--- config.mk ---
export PLATFORM = sky130hd
export DESIGN_NAME = ats21_cmd_issuer
export DESIGN_NICKNAME = d
export VERILOG_FILES = /design/src/rtl/ats21_pkg.sv /design/src/rtl/ats21_cmd_fifo.sv /design/src/rtl/ats21_cmd_issuer.sv
export SDC_FILE = /design/constraint.sdc
export NUM_CORES = 1
export LEC_CHECK = 0
export BUFFER_PORTS_ARGS = -buffer_cell sky130_fd_sc_hd__buf_2
export CORE_UTILIZATION = 40
export CTS_BUF_LIST = sky130_fd_sc_hd__clkbuf_8
export CTS_CLUSTER_SIZE = 28
export DETAILED_ROUTE_END_ITERATION = 8
export PLACE_DENSITY_LB_ADDON = 0.1
export SYNTH_ARGS = -nofsm -noshare
export SYNTH_HDL_FRONTEND = slang
export SYNTH_SLANG_ARGS = --single-unit
--- constraint.sdc ---
create_clock -name clk -period 4.05 [get_ports clk]
set_clock_uncertainty 0.2 [all_clocks]
set_input_delay 0.2025 -clock clk [delete_from_list [all_inputs] [get_ports clk]]
set_output_delay 0.2025 -clock clk [all_outputs]
set_load 0.01 [all_outputs]
--- src/rtl/ats21_pkg.sv ---
`default_nettype none
// ============================================================================
// Module   : ats21_pkg
// Brief    : Opcodes, command field slices, FSM states and the same-target
//            conflict check shared by the ATS21 command issuer.
// Revision : 1.0
// ============================================================================
package ats21_pkg;

    typedef enum logic [2:0] {
        OP_NOP     = 3'b000,
        OP_SET_CLK = 3'b001,
        OP_EN_CLK  = 3'b010,
        OP_MODE    = 3'b011,
        OP_SET_ALM = 3'b101,
        OP_SET_TMR = 3'b110,
        OP_EN_ALM  = 3'b111
    } opcode_t;

    localparam int c_OP_MSB  = 31;
    localparam int c_OP_LSB  = 29;
    localparam int c_CLK_MSB = 28;
    localparam int c_CLK_LSB = 25;
    localparam int c_RES_MSB = 28;
    localparam int c_RES_LSB = 24;
    localparam int c_HI_LSB  = 16;
    localparam int c_LO_MSB  = 15;

    typedef enum logic [2:0] {
        S_IDLE  = 3'd0,
        S_BEAT1 = 3'd1,
        S_BEAT2 = 3'd2,
        S_WAIT  = 3'd3,
        S_RESP  = 3'd4
    } state_t;

    // True when two real commands would address the same core resource.
    function automatic logic cmd_conflict(input logic [31:0] cmd_a, input logic [31:0] cmd_b);
        logic [2:0] w_op_a;
        logic [2:0] w_op_b;
        logic       w_alm_a;
        logic       w_alm_b;
        logic       w_clk_hit;
        w_op_a    = cmd_a[c_OP_MSB:c_OP_LSB];
        w_op_b    = cmd_b[c_OP_MSB:c_OP_LSB];
        w_alm_a   = (w_op_a == OP_SET_ALM) || (w_op_a == OP_SET_TMR) || (w_op_a == OP_EN_ALM);
        w_alm_b   = (w_op_b == OP_SET_ALM) || (w_op_b == OP_SET_TMR) || (w_op_b == OP_EN_ALM);
        w_clk_hit = (w_op_a == w_op_b) && ((w_op_a == OP_SET_CLK) || (w_op_a == OP_EN_CLK)) &&
                    (cmd_a[c_CLK_MSB:c_CLK_LSB] == cmd_b[c_CLK_MSB:c_CLK_LSB]);
        return w_clk_hit ||
               (w_alm_a && w_alm_b && (cmd_a[c_RES_MSB:c_RES_LSB] == cmd_b[c_RES_MSB:c_RES_LSB])) ||
               ((w_op_a == OP_MODE) && (w_op_b == OP_MODE));
    endfunction

endpackage
`default_nettype wire

--- src/rtl/ats21_cmd_fifo.sv ---
`default_nettype none
// ============================================================================
// Module   : ats21_cmd_fifo
// Brief    : 32-bit synchronous command FIFO with wrap-bit pointers; the head
//            entry is presented combinationally.
// Revision : 1.0
// ============================================================================
module ats21_cmd_fifo #(
    parameter int DEPTH = 4
) (
    input  logic        clk,
    input  logic        reset,
    input  logic        push,
    input  logic [31:0] push_data,
    input  logic        pop,
    output logic [31:0] head,
    output logic        empty,
    output logic        full
);

    localparam int             c_AW      = $clog2(DEPTH);
    localparam logic [c_AW:0]  c_PTR_ONE = {{c_AW{1'b0}}, 1'b1};

    logic [c_AW:0] r_wr_ptr;
    logic [c_AW:0] r_rd_ptr;
    logic [31:0]   r_mem [DEPTH];

    always_ff @(posedge clk or negedge reset) begin
        if (!reset) begin
            r_wr_ptr <= '0;
            r_rd_ptr <= '0;
        end else begin
            if (push) r_wr_ptr <= r_wr_ptr + c_PTR_ONE;
            if (pop)  r_rd_ptr <= r_rd_ptr + c_PTR_ONE;
        end
    end

    always_ff @(posedge clk) begin
        if (push) r_mem[r_wr_ptr[c_AW-1:0]] <= push_data;
    end

    assign head  = r_mem[r_rd_ptr[c_AW-1:0]];
    assign empty = (r_wr_ptr == r_rd_ptr);
    assign full  = (r_wr_ptr[c_AW] != r_rd_ptr[c_AW]) &&
                   (r_wr_ptr[c_AW-1:0] == r_rd_ptr[c_AW-1:0]);

endmodule
`default_nettype wire

--- src/rtl/ats21_cmd_issuer.sv ---
`default_nettype none
// ============================================================================
// Module   : ats21_cmd_issuer
// Brief    : Two-client command front-end for the ATS21 timer core: buffers
//            32-bit commands, issues them as two 16-bit beats, returns ack/nack.
//            Define ATS21_CMD_RETRY_EN to re-issue Nacked commands.
// Revision : 1.0
// ============================================================================
module ats21_cmd_issuer
    import ats21_pkg::*;
#(
    parameter int FIFO_DEPTH = 4,
    parameter int STAT_LAT   = 2,
    parameter int MAX_RETRY  = 3
) (
    input  logic        clk,
    input  logic        reset,
    input  logic        a_valid,
    output logic        a_ready,
    input  logic [31:0] a_cmd,
    input  logic        b_valid,
    output logic        b_ready,
    input  logic [31:0] b_cmd,
    output logic        a_rsp_valid,
    output logic        a_rsp_ack,
    output logic        b_rsp_valid,
    output logic        b_rsp_ack,
    output logic        req,
    output logic [15:0] ctrlA,
    output logic [15:0] ctrlB,
    input  logic [1:0]  stat,
    output logic        busy
);

    localparam int                 c_CNT_W     = (STAT_LAT > 2) ? $clog2(STAT_LAT) : 1;
    localparam logic [c_CNT_W-1:0] c_WAIT_LOAD = c_CNT_W'(STAT_LAT - 1);
    localparam logic [c_CNT_W-1:0] c_CNT_ONE   = c_CNT_W'(1);

    // Legal ranges: FIFO_DEPTH a power of two >= 2, STAT_LAT >= 1, MAX_RETRY 0..3.
    if ((FIFO_DEPTH < 2) || (STAT_LAT < 1) || (MAX_RETRY < 0) || (MAX_RETRY > 3)) begin : g_cfg_out_of_range
    end

    state_t             r_state;
    logic               r_sel_a;
    logic               r_sel_b;
    logic [31:0]        r_cmd_a;
    logic [31:0]        r_cmd_b;
    logic [c_CNT_W-1:0] r_wait_cnt;
    logic               r_req;
    logic [15:0]        r_ctrl_a;
    logic [15:0]        r_ctrl_b;
    logic               r_a_rsp_valid;
    logic               r_a_rsp_ack;
    logic               r_b_rsp_valid;
    logic               r_b_rsp_ack;

    logic [31:0] w_a_head;
    logic [31:0] w_b_head;
    logic        w_a_empty;
    logic        w_b_empty;
    logic        w_a_full;
    logic        w_b_full;
    logic        w_a_push;
    logic        w_b_push;
    logic        w_a_pop;
    logic        w_b_pop;
    logic        w_a_real;
    logic        w_b_real;
    logic        w_a_nop;
    logic        w_b_nop;
    logic        w_take_a;
    logic        w_take_b;
    logic        w_a_done;
    logic        w_b_done;

    ats21_cmd_fifo #(.DEPTH(FIFO_DEPTH)) u_fifo_a (
        .clk       (clk),
        .reset     (reset),
        .push      (w_a_push),
        .push_data (a_cmd),
        .pop       (w_a_pop),
        .head      (w_a_head),
        .empty     (w_a_empty),
        .full      (w_a_full)
    );

    ats21_cmd_fifo #(.DEPTH(FIFO_DEPTH)) u_fifo_b (
        .clk       (clk),
        .reset     (reset),
        .push      (w_b_push),
        .push_data (b_cmd),
        .pop       (w_b_pop),
        .head      (w_b_head),
        .empty     (w_b_empty),
        .full      (w_b_full)
    );

    assign w_a_nop  = !w_a_empty && (w_a_head[c_OP_MSB:c_OP_LSB] == OP_NOP);
    assign w_b_nop  = !w_b_empty && (w_b_head[c_OP_MSB:c_OP_LSB] == OP_NOP);
    assign w_a_real = !w_a_empty && !w_a_nop;
    assign w_b_real = !w_b_empty && !w_b_nop;

    // A has fixed priority: a colliding B head waits for the next transaction.
    assign w_take_a = (r_state == S_IDLE) && w_a_real;
    assign w_take_b = (r_state == S_IDLE) && w_b_real &&
                      !(w_a_real && cmd_conflict(w_a_head, w_b_head));

    // Response flags are registered into RESP, so they double as the pop strobe there.
    assign w_a_pop  = ((r_state == S_IDLE) && w_a_nop) || ((r_state == S_RESP) && r_a_rsp_valid);
    assign w_b_pop  = ((r_state == S_IDLE) && w_b_nop) || ((r_state == S_RESP) && r_b_rsp_valid);

    assign a_ready  = reset && (!w_a_full || w_a_pop);
    assign b_ready  = reset && (!w_b_full || w_b_pop);
    assign w_a_push = a_valid && a_ready;
    assign w_b_push = b_valid && b_ready;

`ifdef ATS21_CMD_RETRY_EN
    localparam logic [1:0] c_MAX_TRY = 2'(MAX_RETRY);

    logic [1:0] r_try_a;
    logic [1:0] r_try_b;
    logic       w_a_again;
    logic       w_b_again;

    assign w_a_done  = r_sel_a && (stat[0] || (r_try_a == c_MAX_TRY));
    assign w_b_done  = r_sel_b && (stat[1] || (r_try_b == c_MAX_TRY));
    assign w_a_again = r_sel_a && !r_a_rsp_valid;
    assign w_b_again = r_sel_b && !r_b_rsp_valid;
`else
    assign w_a_done  = r_sel_a;
    assign w_b_done  = r_sel_b;
`endif

    always_ff @(posedge clk or negedge reset) begin
        if (!reset) begin
            r_state       <= S_IDLE;
            r_sel_a       <= 1'b0;
            r_sel_b       <= 1'b0;
            r_cmd_a       <= '0;
            r_cmd_b       <= '0;
            r_wait_cnt    <= '0;
            r_req         <= 1'b0;
            r_ctrl_a      <= '0;
            r_ctrl_b      <= '0;
            r_a_rsp_valid <= 1'b0;
            r_a_rsp_ack   <= 1'b0;
            r_b_rsp_valid <= 1'b0;
            r_b_rsp_ack   <= 1'b0;
`ifdef ATS21_CMD_RETRY_EN
            r_try_a       <= '0;
            r_try_b       <= '0;
`endif
        end else begin
            r_a_rsp_valid <= 1'b0;
            r_a_rsp_ack   <= 1'b0;
            r_b_rsp_valid <= 1'b0;
            r_b_rsp_ack   <= 1'b0;
            case (r_state)
                S_IDLE: begin
                    // NOP heads are answered Nack without touching the core.
                    if (w_a_nop) r_a_rsp_valid <= 1'b1;
                    if (w_b_nop) r_b_rsp_valid <= 1'b1;
                    if (w_take_a || w_take_b) begin
                        r_sel_a  <= w_take_a;
                        r_sel_b  <= w_take_b;
                        if (w_take_a) r_cmd_a <= w_a_head;
                        if (w_take_b) r_cmd_b <= w_b_head;
                        r_ctrl_a <= w_take_a ? w_a_head[31:c_HI_LSB] : '0;
                        r_ctrl_b <= w_take_b ? w_b_head[31:c_HI_LSB] : '0;
                        r_req    <= 1'b1;
                        r_state  <= S_BEAT1;
`ifdef ATS21_CMD_RETRY_EN
                        r_try_a  <= '0;
                        r_try_b  <= '0;
`endif
                    end
                end
                S_BEAT1: begin
                    r_req    <= 1'b0;
                    r_ctrl_a <= r_sel_a ? r_cmd_a[c_LO_MSB:0] : '0;
                    r_ctrl_b <= r_sel_b ? r_cmd_b[c_LO_MSB:0] : '0;
                    r_state  <= S_BEAT2;
                end
                S_BEAT2: begin
                    r_ctrl_a   <= '0;
                    r_ctrl_b   <= '0;
                    r_wait_cnt <= c_WAIT_LOAD;
                    r_state    <= S_WAIT;
                end
                S_WAIT: begin
                    if (r_wait_cnt == '0) begin
                        r_a_rsp_valid <= w_a_done;
                        r_a_rsp_ack   <= w_a_done && stat[0];
                        r_b_rsp_valid <= w_b_done;
                        r_b_rsp_ack   <= w_b_done && stat[1];
`ifdef ATS21_CMD_RETRY_EN
                        if (r_sel_a && !w_a_done) r_try_a <= r_try_a + 2'd1;
                        if (r_sel_b && !w_b_done) r_try_b <= r_try_b + 2'd1;
`endif
                        r_state <= S_RESP;
                    end else begin
                        r_wait_cnt <= r_wait_cnt - c_CNT_ONE;
                    end
                end
                S_RESP: begin
`ifdef ATS21_CMD_RETRY_EN
                    if (w_a_again || w_b_again) begin
                        r_sel_a  <= w_a_again;
                        r_sel_b  <= w_b_again;
                        r_ctrl_a <= w_a_again ? r_cmd_a[31:c_HI_LSB] : '0;
                        r_ctrl_b <= w_b_again ? r_cmd_b[31:c_HI_LSB] : '0;
                        r_req    <= 1'b1;
                        r_state  <= S_BEAT1;
                    end else begin
                        r_sel_a  <= 1'b0;
                        r_sel_b  <= 1'b0;
                        r_state  <= S_IDLE;
                    end
`else
                    r_sel_a <= 1'b0;
                    r_sel_b <= 1'b0;
                    r_state <= S_IDLE;
`endif
                end
                default: r_state <= S_IDLE;
            endcase
        end
    end

    assign req         = r_req;
    assign ctrlA       = r_ctrl_a;
    assign ctrlB       = r_ctrl_b;
    assign a_rsp_valid = r_a_rsp_valid;
    assign a_rsp_ack   = r_a_rsp_ack;
    assign b_rsp_valid = r_b_rsp_valid;
    assign b_rsp_ack   = r_b_rsp_ack;
    assign busy        = (r_state != S_IDLE) || !w_a_empty || !w_b_empty;

endmodule
`default_nettype wire
* Word level (Yosys, flattened, before mapping)
Memories as Yosys holds them, arrays and structs flattened.
Cells that the tools add are included.
** Storage, ports and cells
- Memories kept :: 2
- Flip-flop bits (word level) :: 87
- Bits of input ports :: 70
- Word-level logic and storage cells :: 142
- Bits in writable memories :: 256
- Output and inout port bits :: 40
** Memory list
- u_fifo_a.r_mem :: depth 4, bits a word 32, rd ports 1, clocked after Yosys merged registers in 0, wr ports 1, line ats21_cmd_fifo.sv:26 : logic [31:0] r_mem [DEPTH];
- u_fifo_b.r_mem :: depth 4, bits a word 32, rd ports 1, clocked after Yosys merged registers in 0, wr ports 1, line ats21_cmd_fifo.sv:26
** Cells by class
- Add/subtract/negate cells :: 5
- Reductions and logical operators :: 60
- Equality and inequality tests :: 25
- Muxes and demuxes :: 33
** Operators with widths (number)
- 16-bit 2-to-1 mux :: 6
- 16-bit one-hot mux with 3 select lines :: 2
- 1-bit logical AND :: 25
- 3-bit == test (second input constant) :: 7
- 1-bit 2-to-1 mux :: 16
- 3-bit by 2-bit == test with 1-bit output (second input constant) :: 5
- 1-bit logical OR :: 14
- 3-bit by 1-bit adder with 3-bit output (second input constant) :: 4
- 1-bit one-hot mux with 2 select lines :: 6
- 3-bit one-hot mux with 4 select lines :: 1
- 3-bit == test :: 3
- 3-bit logical NOT :: 3
- 2-bit AND reduction :: 4
- 1-bit logical NOT :: 7
- 3-bit by 1-bit == test with 1-bit output (second input constant) :: 2
- 3-bit 2-to-1 mux :: 2
- 3-bit AND reduction :: 2
- 2-bit nonzero test :: 3
- 3-bit nonzero test :: 2
- 5-bit == test :: 1
- 2-bit == test :: 2
- 4-bit == test :: 1
- 1-bit inequality test :: 2
- 2-bit by 1-bit inequality test with 1-bit output (second input constant) :: 1
- 2 further kinds :: 2

* Longest topological paths before layout
An unclocked memory read counts as a cell.
- Depth after elaboration :: 14
- Gate-level depth with buffers :: 9
- Gate-level depth less buffers :: 5

* Cells and area by module
Synthesis repeated with hierarchy kept, for this count alone.
** Unflattened totals
- Cell total of the unflattened synthesis :: 770
- Area total of the unflattened synthesis :: 13691.9 um^2
** Modules (own cells, without submodules)
- ats21_cmd_fifo :: instances 2, area an instance 5013.6 um^2, cells an instance 198, sequential area each 3993.8 um^2
- ats21_cmd_issuer :: instances 1, area an instance 3664.8 um^2, cells an instance 374, sequential area each 1876.8 um^2

* Least setup slack after synthesis
No wires, ideal clock.
- Path kind :: reg2reg
- Start point :: register u_fifo_b.r_rd_ptr[0]
- End point :: memory u_fifo_b.r_mem[0][0], enable pin
- Cell stages (with the launch flop) :: 7
- Path slack :: 0.642 ns
- Setup time :: 0.392 ns
- Path buffers :: 1
- Period minus slack after synthesis :: 3.408 ns
- Data arrival time :: 2.816 ns
- Required time :: 3.458 ns
- Cells stage by stage :: dfrtp_1 buf_6 mux4_2 or3_1 o31ai_4 o211a_1 and2_1
** Between the ends
- Longest elaborated chain between the ends :: 10
- Elaborated cells on any way between the ends :: 15
- Classes of those cells :: eq/ne (2); mux (2); reduce/logical (10); memory (1)
** Ends and longest elaborated chain
- start, declared :: line ats21_cmd_fifo.sv:25 : logic [c_AW:0] r_rd_ptr;
- start signal, assigned :: line ats21_cmd_fifo.sv:34 : if (pop) r_rd_ptr <= r_rd_ptr + c_PTR_ONE;
- memory read 4 x 32 bit or 3-bit == test (tied branches)
- 3-bit logical NOT or 1-bit logical NOT (tied branches) :: line ats21_cmd_issuer.sv:99 : assign w_b_nop = !w_b_empty && (w_b_head[c_OP_MSB:c_OP_LSB] == OP_NOP);
- 1-bit logical AND :: line ats21_cmd_issuer.sv:99
- 1-bit logical AND :: line ats21_cmd_issuer.sv:110 : assign w_b_pop = ((r_state == S_IDLE) && w_b_nop) || ((r_state == S_RESP) && r_b_rsp_valid);
- 1-bit logical OR :: line ats21_cmd_issuer.sv:110
- 1-bit logical OR (*) :: line ats21_cmd_issuer.sv:113 : assign b_ready = reset && (!w_b_full || w_b_pop);
- 1-bit logical AND (*) :: line ats21_cmd_issuer.sv:113
- 1-bit logical AND (*) :: line ats21_cmd_issuer.sv:115 : assign w_b_push = b_valid && b_ready;
- 1-bit 2-to-1 mux (*) :: line ats21_cmd_fifo.sv:39 : if (push) r_mem[r_wr_ptr[c_AW-1:0]] <= push_data;
- 1-bit 2-to-1 mux (not written as such) (*) :: line ats21_cmd_fifo.sv:39
- end, declared :: line ats21_cmd_fifo.sv:26
Mark *: on every way between the ends. The rest lies on a longest branch, timed or not.

* Worst setup path after layout
- Start point :: register u_fifo_a.r_rd_ptr[0]
- End point :: register r_ctrl_b[9], in the netlist ctrlB[9]
** Between the ends
- Longest elaborated chain between the ends :: 14
- Elaborated cells on any way between the ends :: 36
- Classes of those cells :: eq/ne (11); mux (3); reduce/logical (21); memory (1)
** Ends and longest elaborated chain
- start, declared :: line ats21_cmd_fifo.sv:25
- start signal, assigned :: line ats21_cmd_fifo.sv:34
- memory read 4 x 32 bit
- 3-bit == test :: line ats21_pkg.sv:46 : w_alm_a = (w_op_a == OP_SET_ALM) || (w_op_a == OP_SET_TMR) || (w_op_a == OP_EN_ALM);
- 1-bit logical OR (2 in series) :: line ats21_pkg.sv:46
- 1-bit logical AND (2 in series) :: line ats21_pkg.sv:51 : (w_alm_a && w_alm_b && (cmd_a[c_RES_MSB:c_RES_LSB] == cmd_b[c_RES_MSB:c_RES_LSB])) ||
- 1-bit logical OR :: line ats21_pkg.sv:50 : return w_clk_hit ||
- 1-bit logical OR :: line ats21_pkg.sv:51
- 1-bit logical AND :: line ats21_cmd_issuer.sv:106 : !(w_a_real && cmd_conflict(w_a_head, w_b_head));
- 1-bit logical NOT :: line ats21_cmd_issuer.sv:106
- 1-bit logical AND :: line ats21_cmd_issuer.sv:105 : assign w_take_b = (r_state == S_IDLE) && w_b_real &&
- 16-bit 2-to-1 mux or 1-bit logical OR (tied branches) :: line ats21_cmd_issuer.sv:169, ats21_cmd_issuer.sv:163
- 16-bit 2-to-1 mux or 2-bit by 1-bit inequality test with 1-bit output (tied branches)
- 16-bit one-hot mux with 3 select lines or 2-bit AND reduction (tied branches)
- end signal, assigned :: line ats21_cmd_issuer.sv:169 : r_ctrl_b <= w_take_b ? w_b_head[31:c_HI_LSB] : '0;
- end signal, assigned :: line ats21_cmd_issuer.sv:181 : r_ctrl_b <= r_sel_b ? r_cmd_b[c_LO_MSB:0] : '0;
- end, declared :: line ats21_cmd_issuer.sv:51 : logic [15:0] r_ctrl_b;
Parallel ways exist; a longest one is shown, timed or not. The select of a mux whose other input is x is not followed.
A chain may end at the register's enable or synchronous reset.

==> flow_metrics.env <==
export IMPL_clockPowerShare_pct=25.3
export IMPL_die_w_um=187
export IMPL_crit_chain="mux4_2 -> nor3_4 -> nor2_2 -> o21a_1 -> buf_4 -> o221ai_1"
export IMPL_diodes=0
export IMPL_critical_path_class="flop to flop"
export IMPL_area_growth_syn_to_layout_pct=21.7
export IMPL_p_switching_mw=3.82
export IMPL_grt_usage_pct=18.0
export IMPL_clkSinkCount=343
export IMPL_ys_flop_type="edfxtp_1"
export IMPL_async_flop_share_pct=25.4
export IMPL_grt_pass1_vias=8376
export IMPL_rows=67
export IMPL_crit_arrival_ns=3.65
export IMPL_design_portCount=110
export IMPL_report_final_setup_viol=0
export IMPL_gp_congestion=0.764
export IMPL_slew_headroom_pct=40.3
export IMPL_synth_largest_area_cell="edfxtp_1"
export IMPL_clk_transition_reported_paths_ns=0.07
export IMPL_cts_buffers=57
export IMPL_hold_ws_ns=0.148
export IMPL_fillCellCount=2909
export IMPL_placed_cell_area_mm2=0.0149
export IMPL_vias=7800
export IMPL_max_stage_delay_ns=0.80
export IMPL_critPathCaptureType="flop"
export IMPL_start_kind="flop"
export IMPL_drc=0
export IMPL_period_minus_slack_ns=3.41
export IMPL_clock_latency_ns=0.60
export IMPL_cp_required_ns=4.29
export IMPL_final_hold_violation_count=0
export IMPL_slowest_stage="o21a_1"
export IMPL_nets=1067
export IMPL_fin_tns_setup_ns=0
export IMPL_p_int_mw=7.61
export IMPL_most_common_layout_cells="edfxtp_1, buf_2, dfrtp_1"
export IMPL_power_mw=11.4
export IMPL_post_route_util_pct=49.7
export IMPL_ys_seq_area_share_pct=71.7
export IMPL_power_switching_share_pct=33.4
export IMPL_yosys_warnings=0
export IMPL_synth_edf_count=256
export IMPL_drt_vias_per_instance=5.26
export IMPL_cts_buffer_depth=3
export IMPL_drt_iter0_drc=378
export IMPL_fin_crit_sh_pct=84.1
export IMPL_grt_remaining_overflow=0
export IMPL_combinationalPowerShare_pct=31.7
export IMPL_io_buffers=109
export IMPL_netlist_area_mm2=0.0138
export IMPL_dieHeight_um=187
export IMPL_status="finished clean"
export IMPL_root_buffer="clkbuf_8"
export IMPL_start_util_pct=40.8
export IMPL_drv_slew=0
export IMPL_fmax_mhz=293
export IMPL_htreeDepth=2
export IMPL_stdcell_area_mm2=0.0167
export IMPL_grt_max_degree=39
export IMPL_fp_dieArea_mm2=0.0351
export IMPL_syn_nets=841
export IMPL_grt_pass1_wl_um=48400
export IMPL_hold_path_class="input pin to flop"
export IMPL_core_area_mm2=0.0337
export IMPL_power_leakage_nw=6.17
export IMPL_syn_inst=761
export IMPL_dpl_hpwl_um=19700
export IMPL_peakVddDrop_mv=0.324
export IMPL_wl_per_cell_um=20.9
export IMPL_powerDensity_mw_per_mm2=683
export IMPL_cp_max_fo=19
export IMPL_power_frac_seq_pct=43.0
export IMPL_drt_pass1_iterations=5
export IMPL_rsz0062_at_grt="no"
export IMPL_synth_seq_cells=343
export IMPL_antenna_found_initial=0
export IMPL_worstMarginPinSlew_ns=0.896
export IMPL_synth_cell_types=52
export IMPL_cts_tree="yes"
export IMPL_final_common_cell="edfxtp_1"
export IMPL_cap_violations=0
export IMPL_routed_wl_um=31000
export IMPL_drive_above_1_share_pct=32.7
export IMPL_avgSynthCellArea_um2=18.1
export IMPL_synth_top_area_share_pct=55.9
export IMPL_drt_antenna_violating_nets=0
export IMPL_yosys_top_cells_area="edfxtp_1, dfrtp_1, mux4_2"
==> synthesized netlist by cell type, drive strengths merged, types with 2 or more instances <==
library cell / number
clkbuf: 27
nor3: 9
or3: 3
xnor2: 4
o21a: 4
o2111a: 2
ha: 10
nor4bb: 2
o31ai: 2
o221ai: 16
a22o: 2
buf: 20
dfrtp: 87
nand2: 25
inv: 37
edfxtp: 256
and3: 4
xor2: 15
o211ai: 17
nand3: 32
a22oi: 16
o2111ai: 17
mux2: 20
and2: 6
mux4: 64
nand2b: 3
o211a: 3
nor2: 10
o21ai: 35
==> repair_timing <==
item | CTS | global route
setup buffers | 0 | 0
hold buffers | 71 | 0
setup endpoints to repair | 0 | 0
endpoints found under the hold margin | 354 | 0
gates resized for setup | 0 | 0
==> cell type report <==
class | count | area (um^2) | area share, %
Timing Repair Buffer | 214 | 1550 | 9.25
Multi-Input combinational cell | 334 | 3520 | 21.0
Clock inverter | 43 | 215 | 1.29
Tap cell | 448 | 561 | 3.35
Inverter | 37 | 139 | 0.829
Sequential cell | 343 | 9870 | 58.9
Clock buffer | 65 | 895 | 5.34
==> routing by layer <==
layer  part of all wire [%]  up-vias  track usage (%)
li1                       -     3494                -
met1                     46     4047             25.2
met2                     47      207             28.7
met3                    5.0       52             3.26
met4                    2.3        0             5.66
met5                      0        -                0
==> cell families after synthesis <==
family                     synth area share, %
and+or+nand+nor                           4.04
buffers and inverters                     2.77
adders and majority gates                0.910
muxes                                     12.1
AOI/OAI and AO/OA                         7.25
xor gates and xnor gates                  1.21
DFF                                       71.7
==> per-stage QoR <==
step           setup WS (ns)  cells
6_report               0.642   1484
5_1_grt                0.467   1484
4_1_cts                0.600   1484
3_5_place_dp           0.635   1305
3_3_place_gp           0.757   1305
2_1_floorplan          0.642    761
==> state kept, by name, summed over array words and instances, names as in the netlist <==
signal             cells
a_rsp_valid            1
r_state                3
u_fifo_a.r_rd_ptr      3
b_rsp_ack              1
a_rsp_ack              1
req                    1
u_fifo_a.r_mem       128
u_fifo_b.r_mem       128
ctrlB                 16
r_cmd_b               16
u_fifo_a.r_wr_ptr      3
r_sel_b                1
r_cmd_a               16
u_fifo_b.r_wr_ptr      3
r_wait_cnt             1
ctrlA                 16
r_sel_a                1
u_fifo_b.r_rd_ptr      3
b_rsp_valid            1
==> path summary, 6_finish.rpt <==
kind | from | end | slack [ns] | cells past startpoint
setup reg to reg | u_fifo_a.r_rd_ptr[0] | ctrlB[9] | 0.64 | 6
hold reg to reg | u_fifo_b.r_rd_ptr[2] | u_fifo_b.r_rd_ptr[2] | 0.29 | 1
min in group asynchronous | reset | r_cmd_a[0] | 0.53 | 4
max in group asynchronous | reset | u_fifo_b.r_rd_ptr[0] | 2.58 | 4
setup / recovery | u_fifo_a.r_rd_ptr[0] | ctrlB[9] | 0.64 | 6
hold / removal | b_cmd[17] | u_fifo_b.r_mem[2][17] | 0.15 | 2
==> critical path: cells and delay by family (launching register included) <==
kind,cells,cell delay [ns]
compound gates,2,0.95
simple gates,2,0.76
mux,1,0.45
buf+inv,1,0.39
flops,1,0.48
==> power by group through the flow <==
stage | Combinational, mW | Sequential [mW] | Clock, mW
2_1_floorplan | 2.58 | 4.83 | 0
3_3_place_gp | 3.53 | 4.96 | 0
3_5_place_dp | 3.61 | 4.98 | 0
4_1_cts | 3.69 | 4.92 | 2.99
5_1_grt | 3.96 | 4.99 | 3.14
6_report | 3.62 | 4.92 | 2.90
Power figures use the tool's default switching activity.
